==> config.mk <==
export PLATFORM = sky130hd
export DESIGN_NAME = router_sync_n
export DESIGN_NICKNAME = d
export VERILOG_FILES = /design/src/rtl/router_pkg.sv /design/src/rtl/router_timeout_ctr.sv /design/src/rtl/router_sync_n.sv
export SDC_FILE = /design/constraint.sdc
export NUM_CORES = 1
export LEC_CHECK = 0
export CORE_MARGIN = 1
export CORE_UTILIZATION = 26
export CTS_CLUSTER_SIZE = 24
export DETAILED_ROUTE_END_ITERATION = 10
export PLACE_DENSITY_LB_ADDON = 0.05
export SLEW_MARGIN = 20
export SYNTH_ARGS = -nofsm -noshare
export SYNTH_HDL_FRONTEND = slang
export SYNTH_SLANG_ARGS = --single-unit
export TNS_END_PERCENT = 50
==> constraint.sdc <==
create_clock -name clock -period 3.5 [get_ports clock]
set_input_delay 1.05 -clock clock [delete_from_list [all_inputs] [get_ports clock]]
set_output_delay 1.05 -clock clock [all_outputs]
set_load 0.01 [all_outputs]
==> src/rtl/router_pkg.sv <==
// Shared constants and elaboration helpers for the 1xN router sync block.
package router_pkg;

    localparam int unsigned ROUTER_MAX_CH      = 8;
    localparam int unsigned ROUTER_DEF_TIMEOUT = 30;

    function automatic int unsigned router_clog2(input int unsigned n);
        int unsigned w;
        w = 0;
        while ((32'd1 << w) < n) begin
            w = w + 1;
        end
        return w;
    endfunction

    // Address width for n channels; never narrower than one bit.
    function automatic int unsigned router_addr_w(input int unsigned n);
        return (router_clog2(n) < 1) ? 1 : router_clog2(n);
    endfunction

endpackage

==> src/rtl/router_timeout_ctr.sv <==
// Per-channel stall counter: emits a one-cycle soft_reset every TIMEOUT consecutive
// cycles in which the channel holds valid data that nobody reads.
module router_timeout_ctr #(
    parameter int unsigned TIMEOUT = 30,
    parameter int unsigned CNT_W   = 8
) (
    input  logic clock,
    input  logic reset,
    input  logic vld,
    input  logic rd,
    output logic soft_reset
);

    localparam logic [CNT_W-1:0] LastCnt = CNT_W'(TIMEOUT - 1);

    logic [CNT_W-1:0] cnt_q, cnt_d;
    logic             pulse_q, pulse_d;

    always_comb begin
        cnt_d   = '0;
        pulse_d = 1'b0;
        if (vld && !rd) begin
            if (cnt_q == LastCnt) begin
                pulse_d = 1'b1;
            end else begin
                cnt_d = cnt_q + CNT_W'(1);
            end
        end
    end

    always_ff @(posedge clock or posedge reset) begin
        if (reset) begin
            cnt_q   <= '0;
            pulse_q <= 1'b0;
        end else begin
            cnt_q   <= cnt_d;
            pulse_q <= pulse_d;
        end
    end

    assign soft_reset = pulse_q;

endmodule

==> src/rtl/router_sync_n.sv <==
// Router sync/control: latches the packet destination, steers write enables to one of
// NUM_CH FIFOs, muxes back its full flag and raises per-channel timeout resets.
module router_sync_n
    import router_pkg::*;
#(
    parameter int unsigned NUM_CH  = 3,
    parameter int unsigned ADDR_W  = router_addr_w(NUM_CH),
    parameter int unsigned TIMEOUT = ROUTER_DEF_TIMEOUT,
    parameter int unsigned CNT_W   = 8
) (
    input  logic              clock,
    input  logic              reset,
    input  logic [ADDR_W-1:0] data_in,
    input  logic              detect_add,
    input  logic              write_enb_reg,
    input  logic [NUM_CH-1:0] read_enb,
    input  logic [NUM_CH-1:0] empty,
    input  logic [NUM_CH-1:0] full,
    output logic [NUM_CH-1:0] write_enb,
    output logic              fifo_full,
    output logic [NUM_CH-1:0] vld_out,
    output logic [NUM_CH-1:0] soft_reset,
    output logic              addr_err
);

    // One extra bit so NUM_CH itself is representable for the range check.
    localparam logic [ADDR_W:0] NumChW = (ADDR_W + 1)'(NUM_CH);

    logic [ADDR_W-1:0] dest_q, dest_d;
    logic              dest_vld_q, dest_vld_d;
    logic              addr_err_q, addr_err_d;

    always_comb begin
        dest_d     = dest_q;
        dest_vld_d = dest_vld_q;
        addr_err_d = addr_err_q;
        if (detect_add) begin
            if ({1'b0, data_in} < NumChW) begin
                dest_d     = data_in;
                dest_vld_d = 1'b1;
                addr_err_d = 1'b0;
            end else begin
                dest_vld_d = 1'b0;
                addr_err_d = 1'b1;
            end
        end else if (dest_vld_q && soft_reset[dest_q]) begin
            // Sink on the selected channel timed out: stop writing this packet.
            dest_vld_d = 1'b0;
        end
    end

    always_ff @(posedge clock or posedge reset) begin
        if (reset) begin
            dest_q     <= '0;
            dest_vld_q <= 1'b0;
            addr_err_q <= 1'b0;
        end else begin
            dest_q     <= dest_d;
            dest_vld_q <= dest_vld_d;
            addr_err_q <= addr_err_d;
        end
    end

    assign fifo_full = dest_vld_q ? full[dest_q] : 1'b0;
    assign write_enb = (write_enb_reg && dest_vld_q) ? (NUM_CH'(1) << dest_q) : '0;
    assign vld_out   = ~empty;
    assign addr_err  = addr_err_q;

    for (genvar i = 0; i < NUM_CH; i++) begin : g_ch
        router_timeout_ctr #(
            .TIMEOUT (TIMEOUT),
            .CNT_W   (CNT_W)
        ) u_ctr (
            .clock      (clock),
            .reset      (reset),
            .vld        (vld_out[i]),
            .rd         (read_enb[i]),
            .soft_reset (soft_reset[i])
        );
    end

endmodule
Yosys cells after proc, flatten, opt, wreduce, memory -nomap -nowiden
Index checks and enable logic that the tools add are counted.
- equality and inequality tests: 3
- reductions and logical operators: 10
- multiplexer cells: 22
- bitwise logic cells: 1
- magnitude comparators: 2
- add/sub/neg operators: 3
- shifts and indexed selects: 1
- operators by type and width (cell ; number):
    $mux W8 ; 6
    $add A8 B1 Y8 const B ; 3
    $eq A8 B5 Y1 const B ; 3
    $mux W1 ; 13
    $logic_and A1 B1 Y1 ; 5
    $bmux W1 S2 ; 2
    $logic_not A1 Y1 ; 3
    $lt A2 B3 Y1 const B ; 1
    $mux W3 ; 1
    $not A3 Y3 ; 1
    $shl A1 B2 Y3 const A ; 1
    $lt A2 B2 Y1 const B ; 1
    $reduce_and A2 Y1 ; 1
    $reduce_bool A2 Y1 ; 1
- input port bits: 15
- bits in registers: 31

Logic depth before layout (Yosys ltp)
Gate-level depths: netlist of the first run.
- word-level depth: 5
- gate-level depth with buffers: 5
- depth with buffers taken out: 5

Hierarchy
Synthesis of the first run repeated with hierarchy kept, for this count alone.
- cells, all modules: 153
- area total of the unflattened synthesis: 1579.0 um^2
- by module, submodules not included (module ; times used ; area each (um^2) ; sequential area each (um^2) ; cells each):
    router_timeout_ctr ; 3 ; 437.9 ; 225.2 ; 40
    router_sync_n ; 1 ; 265.3 ; 100.1 ; 33

Worst setup path before layout of the first run
Ideal clock, no wire load.
- path kind: input -> output
- from: input port write_enb_reg
- to: output port write_enb[1]
- setup slack: 1007 ps
- data required time: 2450 ps
- stages: 2
- data arrival time: 1443 ps
- path through: nand2_1 > nor3b_1
- longest elaborated chain between the ends: 2
- ends and longest elaborated chain (element ; line ; text):
    start, declared ; router_sync_n.sv:15 ; input logic write_enb_reg,
    $logic_and A1 B1 Y1 ; router_sync_n.sv:65 ; assign write_enb = (write_enb_reg && dest_vld_q) ? (NUM_CH'(1) << dest_q) : '0;
    $mux W3 ; router_sync_n.sv:65 ;
    end, declared ; router_sync_n.sv:19 ; output logic [NUM_CH-1:0] write_enb,
Every way passes these cells.

Worst setup path after layout of the first run
Ends and elaborated chain as after synthesis.

==> impl_results.md, run 1 <==
* Tmin final at 3.42 ns
* First-pass DRT Iterations at 4
* WL/cell at 12.4 microns
* Die H at 81.3 microns
* CP Launch Point: write_enb_reg
* Share of synthesized registers carrying an async set or reset at 1.00
* HP Class: reg -> reg
* Worst EP arrival at 2.37 ns
* R2r startpoint: g_ch[1].u_ctr.cnt_q[1]
* XOR/XNOR share of the synthesized area at 0.0107
* Setup TNS at 0 ns
* Number of fill cells at 601
* Design area at 0.00202 sq mm
* YS warnings at 0
* Seq/Total Area, Yosys at 0.475
* Post-Syn Nets at 193
* Area growth syn-to-layout at 23.6%
* Starting DRT DRC Count at 37
* Core ar. at 0.00599 sq mm
* Largest net degree at the start of global routing at 32
* IO Port Bufs at 25
* Area after DPL at 0.00193 sq mm
* Die Wd at 81.3 microns
* Vias in the first global route at 1307
* Largest area contributor in the netlist: dfrtp_1
* FF-to-FF path depth at 5
* Post-synthesis compound-gate area fraction at 0.137
* Main combinational cell family by area after synthesis: simple AND/OR/NAND/NOR gates
* Adder-Cell Fraction of Synth Area at 0.0459
* Pins over their slew limit at 0
* Initial Util at 0.273
* Overflow after GRT at 0
* Dpl ws at 0.0384 ns
* HP Start: g_ch[0].u_ctr.cnt_q[0]
* Outcome: finished, final reports clean
* Post-synthesis mux area share at 0.0260
* DR WL met2 at 1660 microns
* Most frequent cell after synthesis: dfrtp_1
* # Post-CTS Setup Buffers at 0
* Part of the cycle the worst path needs at 0.977
* Setup ws final at 0.0800 ns
* Max Cap Viol at 0
* Clk_lat worst skew at 0.28 ns
* Nets at 217
* Clock Path Buffers at 2
* Placed wire-length estimate at 2410 microns
* Initial antenna violation count at 0
* First-pass GRT wire length at 6020 microns
* Root Buffer: clkbuf_8
* Reg2Reg Capture Point: g_ch[1].u_ctr.cnt_q[1]
* Most frequent cells after synthesis: 31 x dfrtp_1, 15 x nand2_1, 12 x inv_1, 12 x nor2_1, 11 x a21oi_1
* Critical path class: in -> out
* Total Routing Usage GR at 0.122
* Leak at 0.787 nW
* DRT Wirelength at 3350 microns
* Worst-path clk slew at 0.06 ns
* #FFs+latches synth at 31
* Pwr Density at 363 mW/mm^2
* Post-synth EDFFs at 0
* Area fraction of the dominant cell type after synthesis at 0.475
* Yosys cell types at 32
* Die Area at 0.00661 sq mm
* Final core occ at 0.337
* Antenna Nets Post-Route at 0
* CTS buffer count at 5
* Clock skew at 0.00403 ns
* Post-synthesis simple-gate area fraction at 0.243
* Worst setup SP type: input port
* Synth Area per Inst at 9.50 sq um
* Area contributors post-synth: dfrtp_1 47%, ha_1 4.6%, nand2_1 3.4%
* Fmax at 292 MHz
* RSZ-0062 raised after global routing: no
* Vias post-DR at 1305
* Ant diodes at 0
* Worst slew margin at 0.728
* Met3 wire len at 85 microns
* Layout cells sized above 1 at 0.0816
* Worst-path maximum fanout at 3
* Data required, critical path at 2.45 ns
* Post-Syn Instances at 172
* Hold Crit Endpoint: g_ch[0].u_ctr.cnt_q[0]
* Crit end category: output pin
* Slew @ Worst Pin at 0.408 ns
* Synth Cell Area at 0.00163 sq mm
* Hold Slack at 0.507 ns
* Post-synth top flop: dfrtp_1
* Clock tree sinks at 31
* Met1 WL at 1570 microns
* FP Rows at 28
* Worst vdd ir at 0.148 mV
* RD Place Congestion at 0.739
* Vias per std cell at 4.82
* # setup viols final at 0
* Io pins at 26
* DR DRC count at 0
* Hold Path Stages at 1
* CTS tree: yes
* Highest Signal Layer: met4
* Final-report hold violation count at 0
* H-tree depth at 2
* Reg-to-reg setup timing slack at 1.86 ns
## cells in the final DEF, fill, tap and decap left out
master / count
dfrtp_1: 31
clkdlybuf4s50_1: 24
nand2_1: 15
inv_1: 12
nor2_1: 12
a21oi_1: 11
o21ai_0: 10
nor3_1: 8
ha_1: 6
clkbuf_8: 6
or4b_1: 5
o211ai_1: 5
nand3_1: 5
or2_2: 4
nor4_1: 4
or3_1: 3
nand3b_1: 3
a31oi_1: 3
o31a_1: 3
o21a_1: 3
nand3_2: 2
nand4_1: 2
mux2_2: 2
xnor2_1: 2
nand2b_1: 2
nor3b_1: 2
mux2i_1: 2
nor2b_1: 2
o21ai_1: 1
nand4bb_1: 1
o311ai_0: 1
and2_1: 1
clkinv_2: 1
dlymetal6s2s_1: 1
buf_4: 1
## sequential cells by signal (all words and copies together), names as in the netlist
| signal | count |
|---|---|
| dest_q | 2 |
| g_ch.u_ctr.soft_reset | 3 |
| dest_vld_q | 1 |
| g_ch.u_ctr.cnt_q | 24 |
| addr_err | 1 |
## worst max-delay path, stage by stage
cell,delay [ns]
clkdlybuf4s50_1,0.47
nand2_1,0.08
nor3b_1,0.21
clkdlybuf4s50_1,0.56
## worst max-delay path by stage
stage	end	slack, ns	cells after the start
floorplan	write_enb[1]	1.01	2
global placement	fifo_full	0.11	5
detailed placement	fifo_full	0.04	5
CTS	fifo_full	0.04	5
global route	write_enb[1]	0.02	4
finish	write_enb[1]	0.08	4
## per-stage QoR
stage	instances	power, mW
finish	271	0.733
global route	271	0.781
global placement	264	0.455
CTS	271	0.756
detailed placement	264	0.457
floorplan	172	0.419
## what timing repair did
| item | in CTS | in global routing |
|---|---|---|
| hold buffers | 0 | 0 |
| setup endpoints to repair | 0 | 1 |
| resized for setup | 0 | 1 |
## routing by layer
metal | vias up | global-route usage
met2 | 14 | 0.203
li1 | 656 | -
met4 | 0 | 0.0536
met5 | - | 0
met1 | 631 | 0.143
met3 | 4 | 0.0382
## layout make-up
type / instances / area [sq um] / share of cell area
flip-flops and latches: 31 / 776 / 0.384
multi-input cells: 120 / 757 / 0.375
repair buffers: 26 / 260 / 0.129
well taps: 75 / 93.8 / 0.0465
clock buffers: 6 / 82.6 / 0.0409
inverters: 12 / 45.0 / 0.0223
clock inverters: 1 / 5.00 / 0.00248
## where the power goes
part | leakage, nW | switching, mW | internal, mW
logic | 0.317 | 0.0326 | 0.0382
registers | 0.423 | 0.0107 | 0.366
clock network | 0.0470 | 0.131 | 0.154
## kinds of logic after synthesis
family	Yosys count
simple gates	71
compound gates	37
flops	31
buf+inv	21
fa+ha+maj	6
mux	4
xor+xnor	2
No activity file was read; power rests on OpenSTA's default activity.
==> run 2: changes to the inputs <==
--- a/config.mk
+++ b/config.mk
@@ -9,7 +9,7 @@
 export CORE_UTILIZATION = 26
 export CTS_CLUSTER_SIZE = 24
 export DETAILED_ROUTE_END_ITERATION = 10
-export PLACE_DENSITY_LB_ADDON = 0.05
+export PLACE_DENSITY = 0.54
 export SLEW_MARGIN = 20
 export SYNTH_ARGS = -nofsm -noshare
 export SYNTH_HDL_FRONTEND = slang
==> run 2 against run 1 <==
  * Worst hold slack improved by 0.0031 ns
  * Fmax is 0.92% higher
  * Combinational power shrank 2%
  * Non-clock buffer count stayed put
  * Die area unchanged
==> impl_results.md, run 2 (synthesized netlist as in run 1, its figures left out) <==
* Outcome: finished, final reports clean
* Number of fill cells at 619
* Area growth syn-to-layout at 23.6%
* Tmin final at 3.39 ns
* Most flop-heavy register: g_ch.u_ctr.cnt_q
* Io pins at 26
* Starting DRT DRC Count at 80
* Leading cell type in the layout, fill and taps excluded: dfrtp_1
* Clock Path Buffers at 2
* Setup TNS at 0 ns
* Antenna Nets Post-Route at 0
* Power share of the sequential group at 0.525
* Dpl ws at 0.0835 ns
* Largest net degree at the start of global routing at 32
* Part of the cycle the worst path needs at 0.968
* Critical path class: in -> out
* DRT Wirelength at 2930 microns
* FP Rows at 28
* H-tree depth at 2
* Pins over their slew limit at 0
* Placed wire-length estimate at 2130 microns
* Layout cells sized above 1 at 0.0816
* Reg-to-reg setup timing slack at 1.89 ns
* First-pass GRT wire length at 5190 microns
* Data required, critical path at 2.45 ns
* Crit end category: output pin
* RD Place Congestion at 0.760
* Die H at 81.3 microns
* Die Wd at 81.3 microns
* Vias per std cell at 4.67
* Initial Util at 0.273
* Clk_lat worst skew at 0.27 ns
* Total Routing Usage GR at 0.104
* Initial antenna violation count at 0
* Core ar. at 0.00599 sq mm
* CTS buffer count at 5
* Final core occ at 0.337
* Int Power at 0.558 mW
* Leak at 0.787 nW
* Root Buffer: clkbuf_8
* Cts hold-fix bufs at 0
* Setup ws final at 0.111 ns
* Hold Slack at 0.510 ns
* HP Class: reg -> reg
* Worst slew margin at 0.739
* # setup viols final at 0
* IO Port Bufs at 25
* Ant diodes at 0
* Max FFs per register at 24
* RSZ-0062 raised after global routing: no
* First-pass DRT Iterations at 4
* CTS tree: yes
* WL/cell at 10.8 microns
* Worst setup SP type: input port
* Worst EP arrival at 2.34 ns
* Fmax at 295 MHz
* DR DRC count at 0
* Worst-path clk slew at 0.06 ns
* Max Cap Viol at 0
* Vias post-DR at 1265
* Vias in the first global route at 1142
* Commonest non-fill, non-tap cells in the layout: 31 x dfrtp_1, 24 x clkdlybuf4s50_1, 15 x nand2_1
* Worst vdd ir at 0.123 mV
* Clock power share at 0.379
* Final-report hold violation count at 0
* Clock skew at 0.00367 ns
* Post-route total power at 0.719 mW
* Clock tree sinks at 31
* Die Area at 0.00661 sq mm
* Pwr Density at 356 mW/mm^2
* Worst-path maximum fanout at 3
* Sw frac at 0.223
* Part of the power in combinational logic at 0.096
* Sw Pwr at 0.160 mW
* Nets at 217
* Slew @ Worst Pin at 0.391 ns
* Overflow after GRT at 0
## run 2: cell counts in the layout (fill, tap and decap cells not counted)
Identical to the previous run, type by type.
## run 2: layout make-up
cell class	count	area [sq um]	area share
Inverter	12	45.0	0.0223
Sequential cell	31	776	0.384
Multi-Input combinational cell	120	757	0.375
Tap cell	75	93.8	0.0465
Clock buffer	6	82.6	0.0409
Clock inverter	1	5.00	0.00248
Timing Repair Buffer	26	260	0.129
## run 2: power by group through the flow
stage                     Clock [mW]  Combinational, mW  Sequential (mW)
after floorplan                    0             0.0394            0.379
after global placement             0             0.0708            0.384
after detailed placement           0             0.0713            0.384
after CTS                      0.287             0.0716            0.377
after global routing           0.302             0.0795            0.378
final                          0.272             0.0693            0.377
## run 2: final timing paths
| check | start | to | cells after the start |
|---|---|---|---|
| max | write_enb_reg | write_enb[1] | 4 |
| min | g_ch[0].u_ctr.cnt_q[0] | g_ch[0].u_ctr.cnt_q[0] | 1 |
| max reg2reg | g_ch[1].u_ctr.cnt_q[1] | g_ch[1].u_ctr.cnt_q[0] | 5 |
| min reg2reg | g_ch[0].u_ctr.cnt_q[0] | g_ch[0].u_ctr.cnt_q[0] | 1 |
| max in group asynchronous | reset | g_ch[1].u_ctr.cnt_q[1] | 3 |
| min in group asynchronous | reset | g_ch[2].u_ctr.cnt_q[7] | 3 |
## run 2: what timing repair did
item,4_1_cts,5_1_grt
setup endpoints to repair,0,1
resized for setup,0,1
buffers inserted,0,0
## run 2: through the flow
stage	cell area, sq um	instances
after floorplan	1630	172
after global placement	1930	264
after detailed placement	1930	264
after CTS	2020	271
after global routing	2020	271
final	2020	271
## run 2: critical path, cell delays in order
cell and delay [ns]:
clkdlybuf4s50_1 0.46, nand2_1 0.08, nor3b_1 0.20, clkdlybuf4s50_1 0.56
## run 2: per-layer routing
metal,wire (microns),vias up,global-route usage
met2,1210,24,0.149
li1,-,651,-
met3,159,2,0.0371
met5,0,-,0
met1,1530,588,0.137
met4,40,0,0.0482
==> run 3: changes to the inputs <==
--- a/config.mk
+++ b/config.mk
@@ -14,4 +14,4 @@
 export SYNTH_ARGS = -nofsm -noshare
 export SYNTH_HDL_FRONTEND = slang
 export SYNTH_SLANG_ARGS = --single-unit
-export TNS_END_PERCENT = 50
+export TNS_END_PERCENT = 30
==> results of run 3 <==
Final layout, timing and power as in run 2 (identical DEF).
